==> src/rtl/timebase_nco.sv <==
// timebase_nco: multi-channel NCO timebase. Each channel adds a runtime
// programmable increment into a phase accumulator every clock; the carry out
// becomes a one-cycle tick and toggles a half-rate square wave. Channel 0 is
// the RTC tick source, channel 1 the UART baud tick source.
// Increments/enables are changed through a small config FSM that defers the
// commit to a glitch-free point (channel idle, inc==0, or the carry edge).
// Optional: define TIMEBASE_TICK_COUNT_EN to add per-channel 32-bit tick
// counters on output tick_cnt.
//
// Config handshake: a request transfers on a rising edge where
// cfg_valid && cfg_ready. cfg_ready is high only in IDLE, so after a transfer
// the request is held in a shadow register and cfg_valid is ignored until the
// FSM returns to IDLE (at least one cycle later).
module timebase_nco #(
  parameter int                  CH      = 2,
  parameter int                  ACC_W   = 32,
  parameter logic [CH*ACC_W-1:0] INC_RST = {32'd19791209, 32'd5629499},
  parameter logic [CH-1:0]       EN_RST  = 2'b11
) (
  input  logic             clock,
  input  logic             reset,
  input  logic             cfg_valid,
  output logic             cfg_ready,
  input  logic [2:0]       cfg_ch,
  input  logic [ACC_W-1:0] cfg_inc,
  input  logic             cfg_en,
  input  logic [CH-1:0]    sync_clear,
  output logic [CH-1:0]    tick,
  output logic [CH-1:0]    half_clk,
  output logic             busy
`ifdef TIMEBASE_TICK_COUNT_EN
  ,
  output logic [CH*32-1:0] tick_cnt
`endif
);

  typedef enum logic {S_IDLE = 1'b0, S_WAIT = 1'b1} state_t;

  localparam logic [3:0] CH_L = 4'(CH);

  state_t           state_q;
  logic [2:0]       shd_ch_q;
  logic [ACC_W-1:0] shd_inc_q;
  logic             shd_en_q;

  logic [ACC_W-1:0] acc_q [CH];
  logic [ACC_W-1:0] inc_q [CH];
  logic [CH-1:0]    en_q;
  logic [CH-1:0]    tick_q;
  logic [CH-1:0]    half_q;
`ifdef TIMEBASE_TICK_COUNT_EN
  logic [31:0]      cnt_q [CH];
`endif

  logic [ACC_W:0]   sum_d [CH];
  logic [CH-1:0]    carry_d;
  logic [CH-1:0]    commit_d;
  logic             shd_oor_d;

  assign cfg_ready = (state_q == S_IDLE);
  assign busy      = ~cfg_ready;
  assign tick      = tick_q;
  assign half_clk  = half_q;

`ifdef TIMEBASE_TICK_COUNT_EN
  for (genvar g = 0; g < CH; g++) begin : g_cnt_out
    assign tick_cnt[g*32 +: 32] = cnt_q[g];
  end
`endif

  // Wide sums, carries and the per-channel commit decision for a pending config
  always_comb begin
    carry_d   = '0;
    commit_d  = '0;
    shd_oor_d = ({1'b0, shd_ch_q} >= CH_L);
    for (int i = 0; i < CH; i++) begin
      sum_d[i]    = {1'b0, acc_q[i]} + {1'b0, inc_q[i]};
      carry_d[i]  = en_q[i] & sum_d[i][ACC_W];
      // A carry blocked by sync_clear does not count as a safe commit point
      commit_d[i] = (state_q == S_WAIT) && (shd_ch_q == 3'(i)) &&
                    (~en_q[i] || (inc_q[i] == '0) || (carry_d[i] && ~sync_clear[i]));
    end
  end

  // Config FSM: capture a request into the shadow, then wait for its commit point
  always_ff @(posedge clock or posedge reset) begin
    if (reset) begin
      state_q   <= S_IDLE;
      shd_ch_q  <= '0;
      shd_inc_q <= '0;
      shd_en_q  <= 1'b0;
    end else begin
      case (state_q)
        S_IDLE: begin
          if (cfg_valid) begin
            shd_ch_q  <= cfg_ch;
            shd_inc_q <= cfg_inc;
            shd_en_q  <= cfg_en;
            state_q   <= S_WAIT;
          end
        end
        S_WAIT: begin
          // Out-of-range channels are dropped after a single WAIT cycle
          if (shd_oor_d || (|commit_d)) state_q <= S_IDLE;
        end
        default: state_q <= S_IDLE;
      endcase
    end
  end

  // Per-channel accumulation, tick/half-clock generation and increment commit
  always_ff @(posedge clock or posedge reset) begin
    if (reset) begin
      for (int i = 0; i < CH; i++) begin
        acc_q[i] <= '0;
        inc_q[i] <= INC_RST[i*ACC_W +: ACC_W];
`ifdef TIMEBASE_TICK_COUNT_EN
        cnt_q[i] <= '0;
`endif
      end
      en_q   <= EN_RST;
      tick_q <= '0;
      half_q <= '0;
    end else begin
      for (int i = 0; i < CH; i++) begin
        if (sync_clear[i]) begin
          acc_q[i]  <= '0;
          tick_q[i] <= 1'b0;
          half_q[i] <= 1'b0;
`ifdef TIMEBASE_TICK_COUNT_EN
          cnt_q[i]  <= '0;
`endif
        end else if (commit_d[i] && !shd_en_q) begin
          // Disabling: phase and square wave restart from zero, a carry tick still goes out
          acc_q[i]  <= '0;
          tick_q[i] <= carry_d[i];
          half_q[i] <= 1'b0;
`ifdef TIMEBASE_TICK_COUNT_EN
          cnt_q[i]  <= '0;
`endif
        end else if (en_q[i]) begin
          acc_q[i]  <= sum_d[i][ACC_W-1:0];
          tick_q[i] <= carry_d[i];
          half_q[i] <= half_q[i] ^ carry_d[i];
`ifdef TIMEBASE_TICK_COUNT_EN
          cnt_q[i]  <= cnt_q[i] + 32'(carry_d[i]);
`endif
        end else begin
          acc_q[i]  <= '0;
          tick_q[i] <= 1'b0;
          half_q[i] <= 1'b0;
        end
        // New increment takes effect on the following add
        if (commit_d[i]) begin
          inc_q[i] <= shd_inc_q;
          en_q[i]  <= shd_en_q;
        end
      end
    end
  end

endmodule
==> config.mk <==
export PLATFORM = sky130hd
export DESIGN_NAME = timebase_nco
export DESIGN_NICKNAME = d
export VERILOG_FILES = /design/src/rtl/timebase_nco.sv
export SDC_FILE = /design/constraint.sdc
export NUM_CORES = 1
export LEC_CHECK = 0
export BUFFER_PORTS_ARGS = -buffer_cell sky130_fd_sc_hd__buf_2
export CAP_MARGIN = 40
export CORE_MARGIN = 10
export CORE_UTILIZATION = 28
export DETAILED_ROUTE_END_ITERATION = 8
export PLACE_DENSITY_LB_ADDON = 0.25
export SYNTH_ARGS = -nofsm -noshare
export SYNTH_HDL_FRONTEND = slang
export SYNTH_SLANG_ARGS = --single-unit
export TNS_END_PERCENT = 5
==> constraint.sdc <==
create_clock -name clock -period 10.96 [get_ports clock]
set_input_delay 3.288 -clock clock [delete_from_list [all_inputs] [get_ports clock]]
set_output_delay 3.288 -clock clock [all_outputs]
set_load 0.005 [all_outputs]
* After elaboration in Yosys (flattened, before gate mapping)
Index checks and enable logic that the tools add are counted.
** Word-level totals
- Register bits :: 171
- Bits in latches :: 0
- Memory bits (writable) :: 0
- ROM bits :: 0
- Bits of input ports :: 41
- Output and inout port bits :: 6
- Word-level logic and storage cells :: 65
- Memories :: 0
** Operators by class
- Add/subtract/negate cells :: 2
- Multiply operators :: 0
- Div/mod/pow operators :: 0
- $lt $le $gt $ge :: 1
- Eq/ne operators :: 1
- Shift-type cells :: 0
- Muxes and demuxes :: 21
- Bitwise operators :: 9
- Reduce and logical (&&, ||, !) cells :: 19
** Operators with widths (count)
- $mux 32 :: 6
- $add 32x32->33 :: 2
- $logic_not 32->1 :: 2
- $mux 1 :: 14
- $logic_and 1x1->1 :: 8
- $logic_or 1x1->1 :: 5
- $not 1->1 :: 5
- $eq 3x1->1 const B :: 1
- $ge 3x2->1 const B :: 1
- $logic_not 3->1 :: 1
- $and 1x1->1 :: 2
- $pmux 1 s2 :: 1
- $reduce_and 2->1 :: 1
- $reduce_or 2->1 :: 1
- $xor 1x1->1 :: 2
- $logic_not 1->1 :: 1

* Logic depth before layout (Yosys ltp)
Gate-level depths: netlist of the first run.
- Depth in word-level cells :: 9
- Mapped depth :: 13
- Depth with buffers taken out :: 12

* Worst setup path before layout of the first run
OpenSTA, ideal clock, no wires.
- Path kind :: input to register
- Start :: input cfg_valid
- End :: register shd_inc_q[10]
- Data arrival time :: 4.435 ns
- Data required time :: 10.835 ns
- Slack :: 6.400 ns
- Stages :: 4
- Cell sequence :: nor2b_1 clkbuf_1 clkbuf_1 mux2_2
** Between the ends
- Longest elaborated chain between the ends :: 1
** Ends and longest elaborated chain
- start: declaration :: RTL line 22 : input logic cfg_valid,
- $reduce_and 2->1 (no source line)
- end signal: assignment :: RTL line 97 : shd_inc_q <= cfg_inc;
- end: declaration :: RTL line 43 : logic [ACC_W-1:0] shd_inc_q;
No other way between the ends.
A chain may end at the register's enable or synchronous reset.

* Worst setup path in the final report of the first run
- Start :: register state_q, in the netlist busy
- End :: output cfg_ready
** Between the ends
- Longest elaborated chain between the ends :: 1
** Ends and longest elaborated chain
- start: declaration :: RTL line 41 : state_t state_q;
- start signal: assignment :: RTL line 88 : state_q <= S_IDLE;
- start signal: assignment :: RTL line 99 : state_q <= S_WAIT;
- start signal: assignment :: RTL line 104 : if (shd_oor_d || (|commit_d)) state_q <= S_IDLE;
- $not 1->1
- end: declaration :: RTL line 23 : output logic cfg_ready,
No other way between the ends.

==> flow_metrics.env, run 1 <==
export IMPL_outcome="finished, final reports clean"
export IMPL_yosysUniqueCellTypes=66
export IMPL_holdPathStages=2
export IMPL_wl_um=26900
export IMPL_gp_congestion=0.819
export IMPL_setup_viol=0
export IMPL_antennaDiodeCount=0
export IMPL_clk_latency_ns=0.44
export IMPL_avgSynthCellArea_sq_um=10.1
export IMPL_cts_tree="yes"
export IMPL_die_h_um=212
export IMPL_final_antenna_net_count=0
export IMPL_cts_sinks=171
export IMPL_cp_required_ns=7.67
export IMPL_vdd_drop_max_v=0.0000988
export IMPL_slew_headroom=0.410
export IMPL_worstMarginPinSlew_ns=0.884
export IMPL_start_util=0.282
export IMPL_core_sq_mm=0.0364
export IMPL_max_stage_delay_ns=0.61
export IMPL_rows=70
export IMPL_synthArstFlopShare=1.00
export IMPL_dieArea_sq_mm=0.0448
export IMPL_drive_gt1_frac=0.199
export IMPL_vias_per_cell=5.16
export IMPL_ff2ff_path_depth=13
export IMPL_fmax_mhz=212
export IMPL_multi_input_area_sq_mm=0.00566
export IMPL_die_w_um=212
export IMPL_clock_skew_ns=0.0141
export IMPL_grt_overflow=0
export IMPL_grt_max_degree=75
export IMPL_grtUsageTotal=0.124
export IMPL_hold_buffers=0
export IMPL_grt_pass1_vias=8028
export IMPL_synth_edff_count=0
export IMPL_min_path_type="reg -> reg"
export IMPL_seq_area_frac_synth=0.420
export IMPL_drcViolationCount=0
export IMPL_dr_pass1_iters=5
export IMPL_drt_iter0_markers=690
export IMPL_synth_warnings=0
export IMPL_worstPathCellList="inv_1 > buf_2"
export IMPL_period_needed_ns=4.71
export IMPL_p_leak_nw=5.19
export IMPL_final_hold_violation_count=0
export IMPL_synth_ff_type="dfrtp_1"
export IMPL_num_vias=7897
export IMPL_synthesis_area_sq_mm=0.0103
export IMPL_cp_arrival_ns=1.42
export IMPL_area_growth_pct=13.6
export IMPL_num_fill_cells=3750
export IMPL_dp_slack_ns=6.08
export IMPL_ctsHtreeMaxLevel=4
export IMPL_cts_buffers=17
export IMPL_critPathMaxFanout=3
export IMPL_antenna_found_initial=0
export IMPL_fin_area_sq_mm=0.0117
export IMPL_synth_seq_cells=171
export IMPL_grt_pass1_wl_um=44400
export IMPL_ios=47
export IMPL_wl_per_cell_um=17.6
export IMPL_clockRootBuffer="clkbuf_16"
export IMPL_synthCells=1021
export IMPL_period_share=0.430
export IMPL_slew_violations=0
export IMPL_hpwlAfterDp_um=19300
export IMPL_worst_path_max_delay_cell="dfrtp_1"
export IMPL_register_area_sq_mm=0.00432
export IMPL_clk_pin_slew_worst_paths_ns=0.07
export IMPL_placed_cell_area_sq_mm=0.0111
export IMPL_start_kind="flop"
export IMPL_critPathCaptureType="output pin"
export IMPL_post_cts_buffers=0
export IMPL_nets=1157
export IMPL_syn_nets=1128
export IMPL_powerDensity_mw_per_mm2=294
export IMPL_fin_setup_tns_ns=0
export IMPL_fin_ws_ns=6.25
export IMPL_cts_resized=0
export IMPL_drv_cap=0
export IMPL_rsz0062_at_grt="false"
export IMPL_cts_buffer_depth=2
export IMPL_crit_type="reg -> out"
export IMPL_portBuffers=46
state kept, by name, summed over array words and instances (netlist names):
signal / count
acc_q: 64
inc_q: 64
shd_inc_q: 32
half_clk: 2
tick: 2
busy: 1
shd_ch_q: 3
shd_en_q: 1
en_q: 2
where the power goes:
| part | switching (mW) | internal, mW |
|---|---|---|
| Combinational | 0.992 | 0.748 |
| Clock | 0.274 | 0.355 |
| Sequential | 0.187 | 0.875 |
logic make-up after synthesis:
family                   after synthesis  share of synthesized area
flip-flops                           171                      0.420
adder cells (fa/ha/maj)               66                     0.0818
multiplexers                          70                     0.0780
AND/OR/NAND/NOR                      287                      0.139
XOR/XNOR                              44                     0.0375
buffers and inverters                 77                     0.0333
AO/OA/AOI/OAI                        306                      0.210
stage by stage:
step	power (mW)	hold slack [ns]	instances	util
3_3_place_gp	2.78	0.504	1495	0.301
4_1_cts	3.46	0.515	1531	0.321
6_report	3.43	0.513	1531	0.321
2_1_floorplan	2.38	0.489	1021	-
3_5_place_dp	2.81	0.505	1499	0.304
5_1_grt	3.73	0.531	1531	0.321
layout by cell type (no fill, tap or decap), types with 7 or more instances in the layout:
cell	synthesis	routed
a31oi_1	8	8
nand3_1	15	15
a21o_1	33	33
a22oi_1	32	32
nand2b_1	9	9
clkbuf_16	0	17
nor2_1	78	78
nor3_1	21	21
xnor2_1	19	19
a21oi_1	53	53
a211oi_1	14	14
nor2b_1	16	15
and3_1	9	9
o21bai_1	7	7
mux2_2	65	65
nor4_1	20	19
xor2_1	25	25
buf_2	7	46
dfstp_2	32	32
dfrtp_1	139	139
nand2_1	59	59
ha_1	64	64
o21a_1	17	17
nand4_1	13	13
o211ai_1	67	67
inv_1	25	24
buf_4	6	11
and2_1	35	35
o21ai_0	30	30
path summary, 6_finish.rpt:
path / from / to / slack [ns]
max in group asynchronous: reset / inc_q[3]$_DFFE_PP1P_ / 7.04
max: busy$_DFF_PP0_ / cfg_ready / 6.25
min reg2reg: en_q[0]$_DFFE_PP1P_ / en_q[0]$_DFFE_PP1P_ / 0.51
min in group asynchronous: reset / acc_q[18]$_DFF_PP0_ / 2.81
min: en_q[0]$_DFFE_PP1P_ / en_q[0]$_DFFE_PP1P_ / 0.51
max reg2reg: inc_q[32]$_DFFE_PP1P_ / inc_q[39]$_DFFE_PP0P_ / 7.07
cell usage after synthesis (all sizes together) (15+ instances only):
master | instances | share of area
dfstp | 32 | 0.082
nand2 | 59 | 0.022
nor3 | 22 | 0.011
xnor2 | 19 | 0.016
o211ai | 68 | 0.050
xor2 | 25 | 0.021
clkbuf | 34 | 0.012
o21ai | 34 | 0.017
nand3 | 15 | 0.0073
buf | 17 | 0.011
a22oi | 32 | 0.023
a21o | 34 | 0.025
mux2 | 69 | 0.077
nor2 | 79 | 0.030
inv | 25 | 0.0091
nor4 | 20 | 0.012
a211oi | 15 | 0.011
a21oi | 55 | 0.028
o21a | 17 | 0.012
dfrtp | 139 | 0.34
and2 | 35 | 0.021
nor2b | 16 | 0.0097
ha | 64 | 0.078
final cells by class:
type	count	share of cell area
clock buffer	20	0.0400
sequential	171	0.370
clock inverter	12	0.0117
timing repair buffer	61	0.0356
tap	468	0.0501
inverter	26	0.00878
multi-input combinational	773	0.484
critical path: cells and delay by family, from the launching register on:
kind | cells | cell delay, ns
flip-flops | 1 | 0.61
buffers and inverters | 2 | 0.38
routing by layer:
| metal | share of wire | wire length (um) | track usage | up-vias |
|---|---|---|---|---|
| li1 | - | - | - | 3861 |
| met1 | 0.50 | 13500 | 0.169 | 3898 |
| met2 | 0.46 | 12400 | 0.196 | 118 |
| met3 | 0.026 | 702 | 0.0213 | 20 |
| met4 | 0.014 | 390 | 0.0362 | 0 |
| met5 | 0 | 0 | 0 | - |
No activity file was read; power rests on OpenSTA's default activity.
==> inputs of run 2 (changes only) <==
--- a/config.mk
+++ b/config.mk
@@ -5,6 +5,7 @@
 export SDC_FILE = /design/constraint.sdc
 export NUM_CORES = 1
 export LEC_CHECK = 0
+export ABC_AREA = 1
 export BUFFER_PORTS_ARGS = -buffer_cell sky130_fd_sc_hd__buf_2
 export CAP_MARGIN = 40
 export CORE_MARGIN = 10
==> constraint.sdc (replaced) <==
create_clock -name clock -period 4.4 [get_ports clock]
set_input_delay 1.32 -clock clock [delete_from_list [all_inputs] [get_ports clock]]
set_output_delay 1.32 -clock clock [all_outputs]
set_load 0.005 [all_outputs]
==> flow_metrics.env, run 2 <==
export IMPL_outcome="finished, final reports clean"
export IMPL_fin_setup_tns_ns=0
export IMPL_grt_pass1_vias=9279
export IMPL_drive_gt1_frac=0.106
export IMPL_cp_arrival_ns=3.57
export IMPL_clk_pin_slew_worst_paths_ns=0.08
export IMPL_final_antenna_net_count=0
export IMPL_cts_resized=0
export IMPL_rows=71
export IMPL_synth_edff_count=0
export IMPL_worst_path_max_delay_cell="dfstp_2"
export IMPL_synth_top_area_frac=0.328
export IMPL_dieArea_sq_mm=0.0461
export IMPL_final_hold_violation_count=0
export IMPL_timing_rr_start="inc_q[0]$_DFFE_PP1P_"
export IMPL_hpwlAfterDp_um=23700
export IMPL_syn_nets=1532
export IMPL_ff2ff_path_depth=18
export IMPL_worst_r2r_setup_slack_ns=1.12
export IMPL_cts_tree="yes"
export IMPL_synthesis_area_sq_mm=0.0106
export IMPL_ios=47
export IMPL_top_regs="acc_q: 64 flops, inc_q: 64 flops, shd_inc_q: 32 flops"
export IMPL_cp_startpoint="inc_q[0]$_DFFE_PP1P_"
export IMPL_clockRootBuffer="clkbuf_16"
export IMPL_start_util=0.283
export IMPL_num_vias=9086
export IMPL_seq_area_frac_synth=0.407
export IMPL_rsz0062_at_grt="false"
export IMPL_slew_violations=0
export IMPL_crit_end="acc_q[22]$_DFF_PP0_"
export IMPL_placedCellCount=1960
export IMPL_nets=1575
export IMPL_worstPathCellList="ha_1 > inv_1 > fa_1 > inv_1 > nand3_1 > nand2_1 > nand2_1 > nand2_1 > nand2_1 > nand2_2 > nand2_1 > nand2_2 > nand2_2 > nand2_2 > nand3_1 > buf_4 > nand2_1 > nor2_1"
export IMPL_gp_congestion=0.987
export IMPL_drt_iter0_markers=637
export IMPL_drv_cap=0
export IMPL_die_h_um=215
export IMPL_fmax_mhz=305
export IMPL_cts_buffers=17
export IMPL_crit_type="reg -> reg"
export IMPL_cts_buffer_depth=2
export IMPL_num_fill_cells=4129
export IMPL_drcViolationCount=0
export IMPL_wl_per_cell_um=15.2
export IMPL_powerDensity_mw_per_mm2=603
export IMPL_synthTopCellsByCount="nand2_1 (364), inv_1 (184), nor2_1 (179), dfrtp_1 (139), a21oi_1 (108)"
export IMPL_cpLargestDelayFamily="simple AND/OR/NAND/NOR gates"
export IMPL_max_stage_delay_ns=0.55
export IMPL_worstMarginPinSlew_ns=0.721
export IMPL_area_growth_pct=13.0
export IMPL_ctsHtreeMaxLevel=4
export IMPL_synth_ff_type="dfrtp_1"
export IMPL_avgSynthCellArea_sq_um=7.44
export IMPL_r2r_end="acc_q[22]$_DFF_PP0_"
export IMPL_final_cell_mix="nand2_1 (363), inv_1 (183), nor2_1 (179), dfrtp_1 (139), a21oi_1 (108)"
export IMPL_slew_headroom=0.519
export IMPL_yosys_area_top_type="dfrtp_1"
export IMPL_yosysMostFrequentCell="nand2_1"
export IMPL_path_buf_inv=3
export IMPL_die_w_um=215
export IMPL_wl_um=30300
export IMPL_synthArstFlopShare=1.00
export IMPL_fin_ws_ns=1.12
export IMPL_dp_slack_ns=1.10
export IMPL_critPathCaptureType="flop"
export IMPL_synth_area_leaders="dfrtp_1 (33%), nand2_1 (13%), dfstp_2 (7.9%)"
export IMPL_vias_per_cell=4.56
export IMPL_period_share=0.746
export IMPL_crit_top_cell="nand2_1"
export IMPL_vdd_drop_max_v=0.000279
export IMPL_p_leak_nw=6.31
export IMPL_period_needed_ns=3.28
export IMPL_cts_sinks=171
export IMPL_portBuffers=46
export IMPL_yosysUniqueCellTypes=39
export IMPL_start_kind="flop"
export IMPL_fin_cells=1992
export IMPL_synth_seq_cells=171
export IMPL_dr_pass1_iters=4
export IMPL_grtUsageTotal=0.133
export IMPL_hold_buffers=0
export IMPL_grt_max_degree=83
export IMPL_critPathMaxFanout=21
export IMPL_cp_required_ns=4.69
export IMPL_core_sq_mm=0.0375
export IMPL_final_common_cell="nand2_1"
export IMPL_grt_pass1_wl_um=49400
export IMPL_path_depth=18
export IMPL_synth_warnings=0
export IMPL_synthCells=1425
export IMPL_min_path_type="reg -> reg"
export IMPL_grt_overflow=0
export IMPL_antenna_found_initial=0
export IMPL_clock_skew_ns=0.0127
export IMPL_antennaDiodeCount=0
export IMPL_setup_viol=0
export IMPL_post_cts_buffers=0
export IMPL_clk_latency_ns=0.44
[run 2: metal layers]
metal / GRT usage / vias to the layer above / routed length, um / part of all wire
li1: - / 4676 / - / -
met5: 0 / - / 0 / 0
met1: 0.172 / 4239 / 14200 / 0.47
met3: 0.0240 / 31 / 1070 / 0.035
met4: 0.0369 / 0 / 513 / 0.017
met2: 0.224 / 140 / 14500 / 0.48
[run 2: worst register-to-register path, stage by stage, from the launching register on]
cell     delay (ns)
dfstp_2        0.55
ha_1           0.19
inv_1          0.08
fa_1           0.39
inv_1          0.07
nand3_1        0.06
nand2_1        0.14
nand2_1        0.07
nand2_1        0.14
nand2_1        0.09
nand2_2        0.11
nand2_1        0.08
nand2_2        0.08
nand2_2        0.09
nand2_2        0.09
nand3_1        0.07
buf_4          0.23
nand2_1        0.53
nor2_1         0.10
[run 2: layout make-up]
cell class,instances,area (sq um),share of cell area
clock buffer,17,425,0.0355
clock inverter,15,158,0.0132
inverter,187,706,0.0589
multi-input combinational,1038,5400,0.450
sequential,171,4320,0.360
tap,511,639,0.0533
timing repair buffer,53,340,0.0284
[run 2: logic make-up (layout without fill, tap and decap cells)]
logic type	Yosys count	count (layout)	synth area share
muxes	2	2	0.00212
adders and majority gates	66	66	0.0793
and+or+nand+nor	702	702	0.280
AOI/OAI and AO/OA	233	233	0.119
buffers and inverters	216	272	0.0839
xor gates and xnor gates	35	35	0.0289
DFF	171	171	0.407
[run 2: worst min path at each step]
stage / start / end / slack, ns / depth (start not counted)
detailed placement: en_q[1]$_DFFE_PP1P_ / en_q[1]$_DFFE_PP1P_ / 0.47 / 2
floorplan: en_q[1]$_DFFE_PP1P_ / en_q[1]$_DFFE_PP1P_ / 0.45 / 2
finish: en_q[1]$_DFFE_PP1P_ / en_q[1]$_DFFE_PP1P_ / 0.47 / 2
CTS: en_q[1]$_DFFE_PP1P_ / en_q[1]$_DFFE_PP1P_ / 0.48 / 2
global placement: en_q[1]$_DFFE_PP1P_ / en_q[1]$_DFFE_PP1P_ / 0.46 / 2
global route: inc_q[0]$_DFFE_PP1P_ / inc_q[0]$_DFFE_PP1P_ / 0.50 / 2
[run 2: where the power goes]
part | internal [mW] | switching [mW]
clock network | 0.756 | 0.748
logic | 1.12 | 2.01
registers | 2.20 | 0.405
[run 2: through the flow]
step | cell area, sq um | utilization | total power, mW | hold slack (ns)
after floorplan | 10600 | - | 4.85 | 0.453
after detailed placement | 11400 | 0.304 | 5.75 | 0.467
after CTS | 12000 | 0.320 | 7.29 | 0.479
final | 12000 | 0.320 | 7.23 | 0.475
after global placement | 11400 | 0.303 | 5.71 | 0.460
after global routing | 12000 | 0.320 | 7.89 | 0.501
